$ cat config.mk
export PLATFORM = sky130hd
export DESIGN_NAME = risc_core_hs
export DESIGN_NICKNAME = d
export VERILOG_FILES = /design/src/rtl/risc_core_hs.sv
export SDC_FILE = /design/constraint.sdc
export NUM_CORES = 1
export LEC_CHECK = 0
export ABC_AREA = 1
export CORE_MARGIN = 4
export CORE_UTILIZATION = 50
export DETAILED_ROUTE_END_ITERATION = 10
export PLACE_DENSITY = 0.79
export SETUP_SLACK_MARGIN = 0.5
export SLEW_MARGIN = 30
export SYNTH_ARGS = -nofsm -noshare
export SYNTH_HDL_FRONTEND = slang
export SYNTH_SLANG_ARGS = --single-unit
$ cat constraint.sdc
create_clock -name clk -period 2.55 [get_ports clk]
set_input_delay 0.51 -clock clk [delete_from_list [all_inputs] [get_ports clk]]
set_output_delay 0.51 -clock clk [all_outputs]
set_load 0.05 [all_outputs]
$ cat src/rtl/risc_core_hs.sv
// risc_core_hs: parametrised multicycle accumulator CPU with a req/ack
// memory port (any number of wait states) and halt/resume control.
//
// state  | meaning
// BOOT   | one idle cycle after reset release
// FETCH  | read instruction at PC, wait for ack
// DECODE | dispatch on opcode, resolve HLT/SKZ/JMP
// OPRD   | read operand address, apply ALU op on ack
// OPWR   | write accumulator to operand address
// HALTED | idle until run
module risc_core_hs #(
  parameter int                DATA_W   = 8,
  parameter int                ADDR_W   = 5,
  parameter logic [ADDR_W-1:0] RESET_PC = '0
) (
  input  logic              clk,
  input  logic              rst,
  output logic              mem_req,
  output logic              mem_we,
  output logic [ADDR_W-1:0] mem_addr,
  output logic [DATA_W-1:0] mem_wdata,
  input  logic [DATA_W-1:0] mem_rdata,
  input  logic              mem_ack,
  input  logic              run,
  output logic              halted,
  output logic [DATA_W-1:0] acc_out,
  output logic [ADDR_W-1:0] pc_out,
  output logic              zero
);

  typedef enum logic [2:0] {
    S_BOOT, S_FETCH, S_DECODE, S_OPRD, S_OPWR, S_HALTED
  } state_t;

  localparam logic [2:0] OP_HLT = 3'b000;
  localparam logic [2:0] OP_SKZ = 3'b001;
  localparam logic [2:0] OP_ADD = 3'b010;
  localparam logic [2:0] OP_AND = 3'b011;
  localparam logic [2:0] OP_XOR = 3'b100;
  localparam logic [2:0] OP_STO = 3'b110;
  localparam logic [2:0] OP_JMP = 3'b111;

  localparam logic [ADDR_W-1:0] PC_ONE = {{(ADDR_W-1){1'b0}}, 1'b1};

  state_t              state, state_nxt;
  logic [ADDR_W-1:0]   pc, pc_nxt;
  logic [DATA_W-1:0]   acc, acc_nxt;
  logic [DATA_W-1:0]   ir, ir_nxt;
  logic [2:0]          opcode;
  logic [ADDR_W-1:0]   operand;
  logic                unused_ir;

  assign opcode    = ir[DATA_W-1 -: 3];
  assign operand   = ir[ADDR_W-1:0];
  // Bits between the opcode and operand fields carry no meaning.
  assign unused_ir = ^ir;

  assign mem_wdata = acc;
  assign acc_out   = acc;
  assign pc_out    = pc;
  assign zero      = (acc == '0);
  assign halted    = (state == S_HALTED);

  // State and datapath registers; reset abandons any transfer in flight.
  always_ff @(posedge clk or posedge rst) begin
    if (rst) begin
      state <= S_BOOT;
      pc    <= RESET_PC;
      acc   <= '0;
      ir    <= '0;
    end else begin
      state <= state_nxt;
      pc    <= pc_nxt;
      acc   <= acc_nxt;
      ir    <= ir_nxt;
    end
  end

  // Next-state, datapath updates and memory port decode.
  always_comb begin
    state_nxt = state;
    pc_nxt    = pc;
    acc_nxt   = acc;
    ir_nxt    = ir;
    mem_req   = 1'b0;
    mem_we    = 1'b0;
    mem_addr  = pc;
    case (state)
      S_BOOT: state_nxt = S_FETCH;
      S_FETCH: begin
        mem_req = 1'b1;
        if (mem_ack) begin
          ir_nxt    = mem_rdata;
          pc_nxt    = pc + PC_ONE;
          state_nxt = S_DECODE;
        end
      end
      S_DECODE: begin
        case (opcode)
          OP_HLT: state_nxt = S_HALTED;
          OP_SKZ: begin
            if (zero) pc_nxt = pc + PC_ONE;
            state_nxt = S_FETCH;
          end
          OP_JMP: begin
            pc_nxt    = operand;
            state_nxt = S_FETCH;
          end
          OP_STO:  state_nxt = S_OPWR;
          default: state_nxt = S_OPRD;
        endcase
      end
      S_OPRD: begin
        mem_req  = 1'b1;
        mem_addr = operand;
        if (mem_ack) begin
          case (opcode)
            OP_ADD:  acc_nxt = acc + mem_rdata;
            OP_AND:  acc_nxt = acc & mem_rdata;
            OP_XOR:  acc_nxt = acc ^ mem_rdata;
            default: acc_nxt = mem_rdata;
          endcase
          state_nxt = S_FETCH;
        end
      end
      S_OPWR: begin
        mem_req  = 1'b1;
        mem_we   = 1'b1;
        mem_addr = operand;
        if (mem_ack) state_nxt = S_FETCH;
      end
      S_HALTED: begin
        if (run) state_nxt = S_FETCH;
      end
      default: state_nxt = S_BOOT;
    endcase
  end

endmodule

==> flow_summary_export.csv, run 1 <==
group,metric,value,unit
global_routing,grt_pass1_vias,1928,
yosys,netlist_area,1900,um^2
yosys,syn-num-nets,302,
yosys,synth_top_family_by_area,"simple AND/OR/NAND/NOR gates",
setup_path,startpoint_type,"register",
outcome,status,"completed",
clocking,cts-root-buf,"clkbuf_8",
global_routing,grt_start_max_net_pins,25,
cells_and_area,drive_gt1_share,18.7,%
global_routing,antenna_found_initial,0,
sta,setup_viol,0,
clocking,clkSinkCount,24,
die,die_x,69.6,um
sta,skew,0.00399,ns
cells_and_area,layout.filler_cells,344,
clocking,cts_hold_buf,0,
yosys,ys_seq_area_share,31.6,%
yosys,yosys_warnings,0,
die,rows,22,
clocking,clkTransAtPathRegs,0.09,ns
sta,min_period,2.04,ns
setup_path,worstPathRequired,2.04,ns
yosys,synth_seq_cells,24,
cells_and_area,area_growth_syn_to_layout,32.8,%
clocking,cts_inserted_buffers,3,
sta,slew_headroom,64.9,%
detailed_routing,via_per_inst,5.24,
yosys,synthCells,280,
setup_path,arrival,1.53,ns
yosys,synthSimpleGateAreaFrac,31.4,%
run,cap_violations,0,
global_routing,grt_pass1_wl,8.31,mm
detailed_routing,routed_wl,4.84,mm
yosys,synth_edf_count,0,
die,dieArea,4850,um^2
yosys,syn_avg_cell_area,6.78,um^2
cells_and_area,antenna_cells,0,
cells_and_area,final_nets,349,
placed_design,portBuffers,41,
detailed_routing,ant_nets,0,
die,pin_count,42,
yosys,async_flop_share,100,%
die,start_util,51.8,%
yosys,synthTopCellsByArea,"dfrtp_1 32%, nand2_1 16%, inv_1 7.5%",
sta,slew_violations,0,
setup_path,cp_max_fo,4,
sta,fmax,491,MHz
die,dieHeight,69.6,um
sta,rsz0062_at_grt,"true",
yosys,ys_top_cells_by_count,"82 x nand2_1, 38 x inv_1, 24 x dfrtp_1",
setup_path,crit_type,"register to primary output",
yosys,synthMuxAreaShare,0.593,%
sta,tightest_slew,0.524,ns
yosys,synth-main-ff-cell,"dfrtp_1",
setup_path,worst_setup_path_end_kind,"primary output",
global_routing,grtUsageTotal,20.2,%
detailed_routing,remaining_drc_errors,0,
detailed_routing,drt_iter0_drc,101,
yosys,synth_adder_area_share,6.99,%
clocking,cts_max_level,1,
clocking,cts_tree,"yes",
yosys,yosys.area.top_type,"dfrtp_1",
sta,final_hold_viol_count,0,
sta,tns,0,ns
clocking,insertion_delay,0.27,ns
die,coreArea,3660,um^2
detailed_routing,vias,1958,
detailed_routing,first_pass_iters,4,
detailed_routing,wl_per_cell,12.9,um
clocking,clock_path_buffers,2,
yosys,synth_xor_area_share,0.923,%
yosys,yosysMostFrequentCell,"nand2_1",
yosys,synth_top_area_share,31.6,%
placed_design,dp_hpwl,3.52,mm
global_routing,grt_overflow,0,
placed_design,place_congestion,0.908,
worst_hold_path,min_path_type,"register to register",
yosys,synth_cell_types,32,
yosys,synth_compound_area_share,15.4,%
sta,layout_worst_path_cycle_share,79.9,%
## layer usage
| metal | global-route usage (%) | vias to the layer above | wire, um | part of all wire (%) |
|---|---|---|---|---|
| li1 | - | 981 | - | - |
| met1 | 24.2 | 914 | 2080 | 43 |
| met2 | 36.4 | 56 | 2460 | 51 |
| met3 | 3.62 | 7 | 231 | 4.8 |
| met4 | 6.17 | 0 | 70 | 1.4 |
| met5 | 0 | - | 0 | 0 |
## flip-flops by register name, indices dropped and copies added, names as in the netlist
| register | flops |
|---|---|
| ir | 8 |
| state | 3 |
| acc_out | 8 |
| pc_out | 5 |
## kinds of logic after synthesis
logic type / count (synthesis)
AND/OR/NAND/NOR: 137
buffers and inverters: 54
AO/OA/AOI/OAI: 52
flip-flops: 24
adder cells (fa/ha/maj): 10
XOR/XNOR: 2
multiplexers: 1
## path summary, 6_finish.rpt
| path | from | to | slack, ns | cells past startpoint |
|---|---|---|---|---|
| max | state[0] | mem_addr[2] | 0.51 | 6 |
| min | ir[1] | ir[1] | 0.50 | 2 |
| max reg2reg | acc_out[0] | acc_out[2] | 0.77 | 7 |
| min reg2reg | ir[1] | ir[1] | 0.50 | 2 |
| max in group asynchronous | rst | state[1] | 1.70 | 3 |
| min in group asynchronous | rst | ir[0] | 0.58 | 3 |
## area by class of cell
type / count / area (um^2) / area share (%)
Multi-Input combinational cell: 202 / 1110 / 43.9
Sequential cell: 24 / 602 / 23.9
Timing Repair Buffer: 54 / 524 / 20.8
Clock buffer: 3 / 41.3 / 1.64
Inverter: 42 / 158 / 6.25
Tap cell: 48 / 60.1 / 2.38
Clock inverter: 1 / 30.0 / 1.19
## stage by stage
| step | instance area [um^2] | hold slack [ns] | util (%) | std cells | setup slack (ns) |
|---|---|---|---|---|---|
| floorplan | 1900 | 0.453 | - | 280 | 0.419 |
| global placement | 2290 | 0.471 | 62.4 | 359 | 0.216 |
| detailed placement | 2290 | 0.480 | 62.4 | 359 | 0.115 |
| CTS | 2420 | 0.501 | 66.0 | 370 | 0.374 |
| global route | 2520 | 0.560 | 68.9 | 374 | 0.450 |
| finish | 2520 | 0.497 | 68.9 | 374 | 0.512 |
## placed cells by master, fill, tap and decap left out, drive strengths merged
| cell type | instances |
|---|---|
| nand4 | 1 |
| nor3 | 1 |
| fa | 1 |
| nand3b | 1 |
| a21oi | 20 |
| bufinv | 1 |
| a21o | 1 |
| or2 | 2 |
| o31ai | 1 |
| clkdlybuf4s50 | 11 |
| inv | 42 |
| o211ai | 3 |
| nor2 | 23 |
| buf | 19 |
| xor2 | 2 |
| nand2 | 85 |
| dlygate4sd2 | 10 |
| a211oi | 2 |
| o22ai | 1 |
| o21ai | 24 |
| nand3 | 24 |
| clkdlybuf4s15 | 1 |
| clkbuf | 5 |
| dfrtp | 24 |
| ha | 9 |
| dlymetal6s2s | 11 |
| mux2 | 1 |
## worst max-delay path: stages, from the launching register on
cell	delay, ns
dfrtp_1	0.44
inv_2	0.08
nand3_2	0.07
inv_2	0.05
nor2_4	0.14
mux2_4	0.32
buf_6	0.15
## timing repair
item / in CTS / in global routing
pin swaps: 2 / 3
gates resized for setup: 22 / 31
setup buffers: 7 / 4
endpoints found under the setup margin: 19 / 23
Power of run 1 is not shown: default switching activity piles up to over one toggle a cycle in this logic, so the estimate is an artifact.
==> run 2, diff against run 1 <==
- clock period: 2.55 -> 1.98 ns (I/O delays scaled with it)
==> flow_summary_export.csv, run 2 (synthesis results as in run 1) <==
group,metric,value,unit
setup_path,worstPathRequired,1.58,ns
setup_path,crit_buf_inv,3,
sta,rsz0062_at_grt,"true",
sta,min_period,2.00,ns
sta,layout_worst_path_cycle_share,101,%
setup_path,cp_max_fo,6,
global_routing,grt_pass1_vias,2114,
sta,timing.hold.ws,0.479,ns
cells_and_area,layout_common_cells,"64 x nand2_1, 38 x buf_4, 33 x inv_1",
setup_path,worst_setup_path_end_kind,"primary output",
clocking,clkSinkCount,24,
clocking,cts_tree,"yes",
cells_and_area,final_nets,375,
sta,setup_viol,3,
detailed_routing,remaining_drc_errors,0,
clocking,cts_max_level,1,
sta,final_hold_viol_count,0,
die,rows,22,
die,coreArea,3660,um^2
setup_path,startpoint_type,"register",
cells_and_area,drive_gt1_share,45.7,%
outcome,violations,"negative setup slack",
cells_and_area,area_growth_syn_to_layout,65.5,%
setup_path,arrival,1.61,ns
clocking,insertion_delay,0.27,ns
detailed_routing,wl_met2,3.55,mm
sta,fmax,499,MHz
detailed_routing,wl_met1,2.60,mm
global_routing,grt_overflow,0,
sta,skew,0.00129,ns
setup_path,critical-path-slowest-cell,"dfrtp_1",
clocking,clock_path_buffers,2,
clocking,clkTransAtPathRegs,0.09,ns
detailed_routing,routed_wl,6.66,mm
clocking,cts_hold_buf,0,
detailed_routing,vias,2238,
setup_path,crit_type,"register to primary output",
setup_path,slowest_delay,0.43,ns
global_routing,grtUsageTotal,23.8,%
clocking,cts_inserted_buffers,3,
detailed_routing,drt_iter0_drc,170,
sta,tightest_slew,0.459,ns
sta,slew_violations,0,
sta,setup_slack,-0.0233,ns
die,dieArea,4850,um^2
setup_path,cp_top_family,"flip-flops",
run,cap_violations,0,
outcome,status,"finished with violations",
detailed_routing,ant_nets,0,
detailed_routing,routed.top_layer,"met4",
die,start_util,51.8,%
die,pin_count,42,
detailed_routing,first_pass_iters,5,
placed_design,place_congestion,0.897,
global_routing,grt_start_max_net_pins,25,
die,dieHeight,69.6,um
die,die_x,69.6,um
placed_design,dp_hpwl,3.95,mm
detailed_routing,wl_met3,350,um
setup_path,path_cells,"buf_6, nand3_4, inv_6, nor2_4, mux2_4, buf_8",
detailed_routing,wl_per_cell,16.6,um
worst_hold_path,min_path_type,"input port to async pin",
global_routing,antenna_found_initial,0,
sta,slew_headroom,69.3,%
placed_design,portBuffers,41,
clocking,cts-root-buf,"clkbuf_8",
global_routing,grt_pass1_wl,9.45,mm
detailed_routing,via_per_inst,5.60,
cells_and_area,antenna_cells,0,
cells_and_area,layout_commonest_cell,"nand2_1",
## run 2: cell types whose count changed in the layout (fill, tap and decap cells not counted), sizes merged
cell / previous run / this run
buf: 19 / 66
dlymetal6s2s: 11 / 0
clkdlybuf4s50: 11 / 4
dlygate4sd2: 10 / 7
clkbuf: 5 / 4
clkdlybuf4s15: 1 / 0
clkdlybuf4s18: 0 / 1
o211ai: 3 / 4
## run 2: per-layer routing
| metal | vias up | GRT usage, % |
|---|---|---|
| met1 | 1062 | 25.5 |
| met2 | 110 | 45.7 |
| met3 | 20 | 3.04 |
| met4 | 0 | 11.1 |
| li1 | 1046 | - |
| met5 | - | 0 |
## run 2: metrics by stage
| step | TNS, ns | std cells | area, um^2 | setup slack [ns] | utilization, % |
|---|---|---|---|---|---|
| floorplan | 0 | 280 | 2080 | 0.232 | - |
| global placement | -0.251 | 364 | 2570 | -0.0956 | 70.2 |
| detailed placement | -0.416 | 364 | 2570 | -0.150 | 70.2 |
| CTS | 0 | 385 | 2890 | 0.0115 | 79.0 |
| global route | -0.349 | 400 | 3140 | -0.0868 | 85.8 |
| finish | -0.0466 | 400 | 3140 | -0.0233 | 85.8 |
## run 2: final timing paths
path / endpoint / slack, ns / start / cells past startpoint
worst max-delay path: mem_addr[2] / -0.02 / state[2] / 6
worst min-delay path: pc_out[3] / 0.48 / rst / 3
worst max register to register: acc_out[6] / 0.27 / acc_out[0] / 11
worst min register to register: ir[1] / 0.56 / ir[1] / 2
max in group asynchronous: pc_out[1] / 1.23 / rst / 3
min in group clk: ir[1] / 0.56 / ir[1] / 2
## run 2: what timing repair did
action	CTS	global route
endpoints found under the hold margin	0	0
pin swaps	12	19
endpoints found under the setup margin	37	42
cloned	1	1
resized for setup	84	73
buffers inserted	16	14
## run 2: worst min-delay path, delay by kind of cell
family / cells / cell delay (ns)
buffers and inverters: 3 / 0.76
## run 2: area by class of cell
cell class	count	area [um^2]
Fill cell	211	519
Clock buffer	3	41.3
Clock inverter	1	30.0
Timing Repair Buffer	79	771
Tap cell	48	60.1
Sequential cell	24	618
Inverter	42	165
Multi-Input combinational cell	203	1460
Power of run 2 is left out for the same reason.
